<file path="src/rtl/target_ramp.sv">
// target_ramp -- converts a requested code into a target word and moves the
// registered target toward it, either in one jump or in slew-limited steps.
//
// goal = BASE + value * STEP, computed one bit wider than the target so a
// sum that does not fit saturates to all-ones and raises the sticky ovf flag.
//
// Build option:
//   TARGET_RAMP_SLEW_EN  defined   -> slew-limited ramp paced by tick
//                        undefined -> RAMP always jumps to goal on its first
//                                     edge; tick and slew are ignored
//
// Ports:
//   clk     in   single clock, rising edge
//   reset   in   synchronous, active-high
//   value   in   [VAL_W]   requested code, captured on load
//   load    in   1-cycle strobe; restarts from the current target in any state
//   tick    in   ramp update strobe
//   slew    in   [SLEW_W]  maximum target change per tick, 0 = jump
//   target  out  [TGT_W]   registered target word
//   busy    out  high while a code is being converted or ramped
//   done    out  1-cycle pulse when target reaches goal
//   ovf     out  sticky: the last goal saturated; cleared by reset or load
module target_ramp #(
  parameter int               VAL_W  = 6,
  parameter int               TGT_W  = 32,
  parameter logic [TGT_W-1:0] BASE   = 429482970,
  parameter logic [TGT_W-1:0] STEP   = 430,
  parameter int               SLEW_W = 16
) (
  input  logic              clk,
  input  logic              reset,
  input  logic [VAL_W-1:0]  value,
  input  logic              load,
  input  logic              tick,
  input  logic [SLEW_W-1:0] slew,
  output logic [TGT_W-1:0]  target,
  output logic              busy,
  output logic              done,
  output logic              ovf
);

  typedef enum logic [1:0] {
    IDLE = 2'd0,
    CALC = 2'd1,
    RAMP = 2'd2
  } state_t;

  localparam int SW = TGT_W + 1;

  state_t             state_reg, state_next;
  logic [TGT_W-1:0]   target_reg, target_next;
  logic [TGT_W-1:0]   goal_reg, goal_next;
  logic [VAL_W-1:0]   value_reg, value_next;
  logic               ovf_reg, ovf_next;
  logic               done_reg, done_next;

  // Goal arithmetic carries one extra bit; a set MSB means the sum overflowed.
  logic [SW-1:0]      sum_w;
  logic [TGT_W-1:0]   goal_calc;

  assign sum_w     = {1'b0, BASE} + ({{(SW-VAL_W){1'b0}}, value_reg} * {1'b0, STEP});
  assign goal_calc = sum_w[TGT_W] ? {TGT_W{1'b1}} : sum_w[TGT_W-1:0];

`ifdef TARGET_RAMP_SLEW_EN
  localparam int CW = (TGT_W > SLEW_W) ? TGT_W : SLEW_W;

  logic               at_goal;
  logic               going_up;
  logic [TGT_W-1:0]   dist;
  logic [CW-1:0]      dist_ext;
  logic [CW-1:0]      slew_ext;
  logic [CW-1:0]      step_ext;
  logic [TGT_W-1:0]   step_amt;
  logic [TGT_W-1:0]   stepped;

  // Distance is always taken as larger-minus-smaller, and the step is
  // clamped to that distance, so the target lands exactly on goal and never
  // wraps or overshoots.
  assign at_goal  = (target_reg == goal_reg);
  assign going_up = (goal_reg > target_reg);
  assign dist     = going_up ? (goal_reg - target_reg) : (target_reg - goal_reg);
  assign dist_ext = CW'(dist);
  assign slew_ext = CW'(slew);
  assign step_ext = (slew_ext < dist_ext) ? slew_ext : dist_ext;
  assign step_amt = step_ext[TGT_W-1:0];
  assign stepped  = going_up ? (target_reg + step_amt) : (target_reg - step_amt);
`else
  // Without the ramp option these inputs have no effect.
  logic unused_ramp_inputs;
  assign unused_ramp_inputs = ^{tick, slew};
`endif

  always_comb begin
    state_next  = state_reg;
    target_next = target_reg;
    goal_next   = goal_reg;
    value_next  = value_reg;
    ovf_next    = ovf_reg;
    done_next   = 1'b0;

    if (load) begin
      // Load wins over tick; target is left where it is so a new ramp
      // (including a reversal) continues from the present value.
      value_next = value;
      ovf_next   = 1'b0;
      state_next = CALC;
    end else begin
      case (state_reg)
        CALC: begin
          goal_next  = goal_calc;
          if (sum_w[TGT_W]) begin
            ovf_next = 1'b1;
          end
          state_next = RAMP;
        end
        RAMP: begin
`ifdef TARGET_RAMP_SLEW_EN
          if ((slew == '0) || at_goal) begin
            target_next = goal_reg;
            state_next  = IDLE;
            done_next   = 1'b1;
          end else if (tick) begin
            target_next = stepped;
            if (stepped == goal_reg) begin
              state_next = IDLE;
              done_next  = 1'b1;
            end
          end
`else
          target_next = goal_reg;
          state_next  = IDLE;
          done_next   = 1'b1;
`endif
        end
        default: begin
          // IDLE holds the target and ignores tick.
        end
      endcase
    end
  end

  always_ff @(posedge clk) begin
    if (reset) begin
      state_reg  <= IDLE;
      target_reg <= BASE;
      goal_reg   <= BASE;
      value_reg  <= '0;
      ovf_reg    <= 1'b0;
      done_reg   <= 1'b0;
    end else begin
      state_reg  <= state_next;
      target_reg <= target_next;
      goal_reg   <= goal_next;
      value_reg  <= value_next;
      ovf_reg    <= ovf_next;
      done_reg   <= done_next;
    end
  end

  assign target = target_reg;
  assign busy   = (state_reg != IDLE);
  assign done   = done_reg;
  assign ovf    = ovf_reg;

endmodule

</file>
<file path="config.mk">
export PLATFORM = sky130hd
export DESIGN_NAME = target_ramp
export DESIGN_NICKNAME = d
export VERILOG_FILES = /design/src/rtl/target_ramp.sv
export SDC_FILE = /design/constraint.sdc
export NUM_CORES = 1
export LEC_CHECK = 0
export ABC_AREA = 1
export CAP_MARGIN = 10
export CORE_ASPECT_RATIO = 2
export CORE_MARGIN = 3
export CORE_UTILIZATION = 55
export DETAILED_ROUTE_END_ITERATION = 10
export PLACE_DENSITY = 0.85
export SLEW_MARGIN = 20
export SYNTH_ARGS = -nofsm -noshare
export SYNTH_HDL_FRONTEND = slang
export SYNTH_SLANG_ARGS = --single-unit
</file>
<file path="constraint.sdc">
create_clock -name clk -period 7.7 [get_ports clk]
set_input_delay 1.925 -clock clk [delete_from_list [all_inputs] [get_ports clk]]
set_output_delay 1.925 -clock clk [all_outputs]
set_load 0.02 [all_outputs]
</file>
# Word-level counts from Yosys, hierarchy flattened
# Index checks and enable logic that the tools add are counted.
dict set report totals {
  register_bits 74
  latchBits 0
  mem_bits_rw 0
  romBits 0
  inputBits 26
  out_inout_bits 35
  word_cells 23
  mem_count 0
}
dict set report op_classes {
  add_sub_neg 1
  multipliers 1
  div 0
  magnitude_cmp 0
  n_eq_ne 2
  shift 0
  n_mux 4
  n_bitwise 1
  reduce_logical 7
}
# op n
set op_table {}
lappend op_table {{2-to-1 mux 32 bit} 1}
lappend op_table {{adder 29 x 15 -> 30 bit, first input constant} 1}
lappend op_table {{multiplier 6 x 8 -> 14 bit, second input constant} 1}
lappend op_table {{AND reduction 2 bit} 3}
lappend op_table {{case mux 2 bit (2 select lines)} 1}
lappend op_table {{nonzero test 2 bit} 2}
lappend op_table {{nonzero test 3 bit} 1}
lappend op_table {{equality test 2 x 1 -> 1 bit, second input constant} 1}
lappend op_table {{equality test 2 bit, second input constant} 1}
lappend op_table {{2-to-1 mux 1 bit} 2}
lappend op_table {{OR reduction 2 bit} 1}
lappend op_table {{inverter 1 bit} 1}

# Logic depth before layout (Yosys ltp)
dict set report logic_depth {
  ltp_word 3
  mapped_depth 21
  ltp_nobuf 21
}

# Least setup slack after synthesis
# OpenSTA, ideal clock, no wires.
dict set report synth_timing {
  path_type {register -> register}
  startpoint {reg value_reg[3]}
  endpoint {reg goal_reg[13]}
  setup_ps 115
  arrival_ps 3117
  required_time_ps 7585
  slack_ps 4468
  path_stages_with_launch 20
  n_path_buf 0
  synth_period_minus_slack_ps 3232
  path_cell_list {dfxtp_1 -> fa_1 -> inv_1 -> fa_1 -> fa_1 -> inv_1 -> ha_1 -> nand3_1 -> nand3_2 -> nand2_1 -> nand2_2 -> nand2_1 -> nand2_2 -> nand2_2 -> nor2_4 -> nand2_2 -> nand2_1 -> nand2_1 -> nand2_1 -> nand2_1}
}
dict set report synth_via {
  elab_chain_cells 3
}
# item line_no
set synth_rtl {}
lappend synth_rtl {{start: declaration} 53} ;# logic [VAL_W-1:0] value_reg, value_next;
lappend synth_rtl {{start signal: assignment} 154} ;# value_reg <= value_next;
lappend synth_rtl {{multiplier 6 x 8 -> 14 bit} 61} ;# assign sum_w = {1'b0, BASE} + ({{(SW-VAL_W){1'b0}}, value_reg} * {1'b0, STEP});
lappend synth_rtl {{adder 29 x 15 -> 30 bit} 61}
lappend synth_rtl {{2-to-1 mux 32 bit} 62} ;# assign goal_calc = sum_w[TGT_W] ? {TGT_W{1'b1}} : sum_w[TGT_W-1:0];
lappend synth_rtl {{end signal: assignment} 153} ;# goal_reg <= goal_next;
lappend synth_rtl {{end: declaration} 52} ;# logic [TGT_W-1:0] goal_reg, goal_next;
# No other way between the ends.
# A chain may end at the register's enable or synchronous reset.

# Worst setup path in the final report
dict set report layout_timing {
  startpoint {reg value_reg[3]}
  endpoint {reg goal_reg[10]}
}
# The elaborated chain is that of the path after synthesis.

==> results.md <==
* Final Hold Violating Endpoints at 0
* IO Pins at 61
* Synthesized area at 0.00289 mm^2
* Worst slew margin relative to its limit at 62.9%
* Crit share post-route at 45.6%
* CP Launch Type: register
* YS warnings at 0
* Layout cell share with drive strength beyond 1 at 8.25%
* Max IR drop VDD at 0.000179 V
* Seq cells post-synth at 39
* Min Tclk post-route at 3510 ps
* Post-route ant nets at 0
* Placed Area at 0.00313 mm^2
* Iteration-0 DRC Markers at 47
* Std-Cell Rows at 36
* Core ar. at 0.00495 mm^2
* Initial antenna violation count at 0
* Area grow syn2layout at 11.6%
* Residual DRC at 0
* Synth cell types at 33
* Clock Latency Late Sink at 290 ps
* CTS Buf Count at 5
* Static leakage at 1.69 nW
* Hold WC Path Type: reg -> reg
* RSZ-0062 raised after global routing: false
* TritonCTS clock tree: done
* Max-slew violations at 0
* Worst slack on hold paths at 447 ps
* Setup TNS at 0 ps
* Data required, critical path at 7890 ps
* Final-report setup violation count at 0
* Pin count of the biggest net entering global routing at 21
* Worst-path clk slew at 70 ps
* Final Power at 0.000686 W
* Hold-fix buffers, CTS at 0
* Resized Gates After CTS at 0
* CP Max Fanout at 5
* Max-cap violations at 0
* Yosys top cell by area: dfxtp_1
* Slew @ Worst Pin at 555 ps
* Drt first pass iters at 4
* Final instance area at 0.00323 mm^2
* CTS Buffer Depth at 2
* Die Y at 109 um
* Die X at 57.3 um
* WL final at 5750 um
* Number of vias per cell at 5.14
* Initial core utilization at 58.4%
* Most frequent cells in the layout: 74 x nand2_1, 68 x inv_1, 39 x dfxtp_1, 31 x ha_1, 26 x nor2_1
* Via count at 2,413
* PwrDens at 212 mW/mm^2
* Status: finished clean
* Die footprint at 0.00622 mm^2
* Area fraction of the dominant cell type after synthesis at 27.0%
* Crit Path Class: reg -> reg
* Hpwl dp at 4760 um
* Clock tree root buffer cell: clkbuf_8
* H-tree Lvls at 2
* Vias in the first global route at 2,487
* Area contributors post-synth: dfxtp_1 27%, ha_1 13%, nand2_1 9.6%, inv_1 8.8%, fa_1 8.3%
* R2r worst-path depth at 16
* Fin Clk Skew at 2.50 ps
* CTS sink count at 39
* Port Buffers at 25
* # fillers at 429
* Post-CTS setup buffers at 0
* Endpoint class of the critical path: register
* Syn avg cell area at 7.53 um^2
* R2r setup slk at 4190 ps
* First-pass GRT wire length at 10,300 um
* Total Nets Final at 480
* Diode count at 0
* Register area share after synthesis at 27.0%
* Fmax at 0.285 GHz
* Critical Path AT at 3700 ps
* GRT Total Usage at 21.0%
* Placer Congestion at 0.893
* Routed len/inst at 12.3 um
* Hold path cells at 2
* Mapped Cells at 384
* Commonest non-fill, non-tap cell in the layout: nand2_1
* Grt total ovfl at 0
[worst paths after layout]
| kind | start | end |
|---|---|---|
| max | value_reg[3] | goal_reg[10] |
| min | goal_reg[1] | target[1] |
| max reg2reg | value_reg[3] | goal_reg[10] |
| min reg2reg | goal_reg[1] | target[1] |
[metal layers]
| layer | global-route usage, % | part of all wire, % | vias up |
|---|---|---|---|
| met1 | 18.2 | 34 | 1123 |
| li1 | - | - | 1226 |
| met3 | 1.79 | 2.8 | 17 |
| met4 | 11.6 | 4.0 | 0 |
| met2 | 43.6 | 59 | 47 |
| met5 | 0 | 0 | - |
[report_power, final]
part / internal (W) / total (W) / switching [W]
clock: 0.0000816 / 0.000148 / 0.0000660
combinational: 0.000117 / 0.000319 / 0.000203
sequential: 0.000212 / 0.000219 / 0.00000730
total: 0.000410 / 0.000686 / 0.000276
[layout make-up]
type                    count  area [um^2]  share of cell area [%]
well taps                  57         71.3                    2.21
multi-input cells         267         1750                    54.1
clock buffers               8          100                    3.10
repair buffers             26          258                    7.98
flip-flops and latches     39          781                    24.2
inverters                  72          270                    8.37
[stage by stage]
| step | instances | utilization (%) | setup slack (ps) |
|---|---|---|---|
| 2_1_floorplan | 400 | - | 4470 |
| 3_3_place_gp | 461 | 63.1 | 4070 |
| 3_5_place_dp | 461 | 63.1 | 4020 |
| 4_1_cts | 469 | 65.2 | 4170 |
| 5_1_grt | 469 | 65.2 | 3950 |
| 6_report | 469 | 65.2 | 4190 |
[Yosys cell counts]
cell,instances
a2111oi_0,1
a21o_1,1
a21oi_1,25
a21oi_2,2
a22o_1,2
a31oi_1,2
buf_2,2
buf_4,18
clkbuf_1,2
clkinv_1,1
conb_1,2
dfxtp_1,39
fa_1,12
ha_1,31
inv_1,68
inv_2,3
nand2_1,74
nand2_2,11
nand3_1,14
nand3_2,3
nand3b_1,1
nand3b_4,1
nand4_1,2
nor2_1,26
nor2_2,2
nor2_4,3
o211ai_1,3
o21ai_0,19
o21ai_1,2
o22a_1,4
or2_4,1
xnor2_1,1
xor2_1,6
[cells by family (layout without fill, tap and decap cells)]
logic type,after synthesis,count (layout),share of synthesized area [%]
XOR/XNOR,7,7,2.12
buffers and inverters,94,106,14.6
AND/OR/NAND/NOR,138,138,22.1
AO/OA/AOI/OAI,61,61,12.2
adder cells (fa/ha/maj),43,43,21.7
flip-flops,39,39,27.0
other,2,18,0.260
[critical path: stages (launching register included)]
cell and delay (ps):
dfxtp_1 370, fa_1 560, inv_1 50, fa_1 480, fa_1 520, inv_1 40, ha_1 360, nand3_1 130
nand3_2 100, nand2_1 60, nand2_2 110, nand2_2 90, nor2_4 90, nand2_2 80, xor2_1 160, o21ai_1 140
inv_1 50
(Power assumes the default switching activity.)
==> patch: new RTL, same settings <==
Re-encode `state_t` (3 states) as one-hot, 3 bits wide.
--- a/src/rtl/target_ramp.sv
+++ b/src/rtl/target_ramp.sv
@@ -40,8 +40,8 @@
 );
 
-  typedef enum logic [1:0] {
-    IDLE = 2'd0,
-    CALC = 2'd1,
-    RAMP = 2'd2
+  typedef enum logic [2:0] {
+    IDLE = 3'b001,
+    CALC = 3'b010,
+    RAMP = 3'b100
   } state_t;
 
Formal check against the unedited RTL: no difference found for any inputs over 4 cycles, from zero or initial values and one cycle with reset high; so few cycles prove little.
==> patch against the unedited design <==
Routed wire length grew 12%; power rose by 9.3%; synthesized area up 4.6%; via count is 6.4% higher; worst hold slack better by 16 ps; sequential cell count up 1; worst setup slack got worse by 130 ps; core utilization down 0.69 points; final area up 4.5%; critical path type unchanged; largest power group unchanged.
==> patch: results (changes against the unedited design) <==
Outcome
  • Outcome: complete, no violations

Clocking
  • Clk_lat worst skew: 290 ps (about the same)
  • Clock Pin Slew Worst Setup and Hold Paths: 80 ps
  • Htree depth: 2 (unchanged)
  • Post-CTS Setup Inserts: 0 (unchanged)
  • TritonCTS Buffers: 5 (unchanged)
  • Post-cts hold buffer count: 0 (unchanged)
  • Root buffer cell: clkbuf_8
  • Post-cts sizing count: 0 (unchanged)
  • Max clock buf depth: 2 (unchanged)

Synth
  • Most frequent cell after synthesis: nand2_1
  • Yosys warnings: 0 (unchanged)
  • Most used DFF post-synth: dfxtp_1
  • Ys async rst share: 0% (unchanged)
  • Netlist cell types: 35 (+6.1%)
  • Most area-consuming cells after synthesis: dfxtp_1 (26%), ha_1 (12%), nand2_1 (9.3%)
  • Register area share after synthesis: 26.47% (-0.53 points)
  • Post-synth top cells: nand2_1 (75), inv_1 (59), dfxtp_1 (40)
  • Synth Cell Area: 3025 sq um (+4.6%)

Placed design
  • DPL Wire Length: 5311 microns (+12%)
  • Port Buf Inserts: 25 (unchanged)
  • Final Wtd Congestion: 0.8924 (about the same)
  • DP Area: 3246 sq um (+3.8%)

Critical path
  • Critical path data arrival time: 3820 ps (+120 ps)
  • Crit path max fanout: 8 (+3)
  • Worst path slowest cell: fa_1
  • Delay of the slowest cell on the worst path: 580 ps (+20 ps)
  • Critical path's top delay family: adder cells

STA
  • Final hold violations: 0 (unchanged)
  • Worst Skew: 11.07 ps (+8.570 ps)
  • Worst Tran Pin Value: 601.4 ps (+46.88 ps)

Power and ir drop
  • P_leak: 0.001720 uW (+1.7%)
  • Worst VDD drop: 0.3592 mV (+100%)

Hold path
  • HP Class: reg2reg

Finish
  • Diodes inserted: 0 (unchanged)
  • Final nets: 499 (+4.0%)
  • Fillers: 469 (+9.3%)
  • Share of layout cells above drive strength 1: 13.36% (+5.1 points)

Route
  • Routed WL per cell: 13.04 microns (+6.3%)
  • First-pass DRT Iterations: 4 (unchanged)
  • Vias per cell: 5.217 (+1.4%)
  • Drt initial violations: 167 (+260%)

Global route
  • Global-route wire length before repair: 11080 microns (+7.6%)
  • Largest net degree at the start of global routing: 24 (+14%)
  • Initial antenna violation count: 0 (unchanged)
  • Number of global-route vias before repair: 2550 (+2.5%)
  • Gr usage total: 21.63% (+0.68 points)
-- patch: cell types whose count changed in the layout (fill, tap and decap cells not counted), sizes merged, moves of 2 or more --
cell and change:
nand3 +23, nor2 +15, nand2 +11, a21oi -6, inv -6, xor2 -5
o22a -4, ha -3, o211ai -3, a22o -2
-- patch: cell type report --
class,count,area [sq um],share of cell area [%]
Multi-Input combinational cell,295,1868,55.40
Sequential cell,40,800.8,23.75
Timing Repair Buffer,26,257.7,7.644
Inverter,65,246.5,7.310
Clock buffer,7,96.34,2.857
Tap cell,58,72.57,2.152
Clock inverter,1,30.03,0.8905
-- patch: kinds of logic (layout without fill, tap and decap cells) --
logic type	Yosys count	count (layout)	synth area share, %
AO/OA/AOI/OAI	47	47	8.643
XOR/XNOR	2	2	0.5791
adder cells (fa/ha/maj)	40	40	19.52
buffers and inverters	90	99	13.77
flip-flops	40	40	26.47
other	2	18	0.2482
AND/OR/NAND/NOR	188	188	30.77
-- patch: through the flow --
step | utilization (%) | worst slack, ps | cells
2_1_floorplan | - | 4469 | 425
3_3_place_gp | 62.04 | 3948 | 484
3_5_place_dp | 62.04 | 3891 | 484
4_1_cts | 64.46 | 4084 | 492
5_1_grt | 64.46 | 3814 | 492
6_report | 64.46 | 4064 | 492
-- patch: power by group --
part / switching [uW] / internal [uW] / leakage, uW
combinational: 225 / 118 / 0.00133
sequential: 6.59 / 214 / 0.000326
clock: 71.7 / 114 / 0.0000645
-- patch: worst paths after layout --
kind                            slack (ps)      endpoint  cells past startpoint          from
worst max register to register        4060  goal_reg[14]                     16  value_reg[3]
worst min-delay path                   460  goal_reg[12]                      2  goal_reg[12]
worst min register to register         460  goal_reg[12]                      2  goal_reg[12]
worst max-delay path                  4060  goal_reg[14]                     16  value_reg[3]
-- patch: per-layer routing --
metal / routed length [microns] / up-vias / share of wire (%) / track usage (%)
li1: - / 1300 / - / -
met1: 2134 / 1182 / 33 / 20.39
met2: 3903 / 66 / 61 / 42.87
met3: 174 / 19 / 2.7 / 2.098
met4: 206 / 0 / 3.2 / 9.907
met5: 0 / - / 0 / 0
-- patch: worst reg2reg max path, stage by stage, from the launching register on --
cell and delay (ps):
dfxtp_1 390, fa_1 580, inv_1 60, fa_1 460, fa_1 520, inv_1 40
ha_1 390, nor2_1 150, nor2_2 80, a21oi_2 180, nand2_1 120, nor2_2 110
nand2_2 100, nand3_2 110, nand2_1 70, nand2_1 70, nand3_1 70
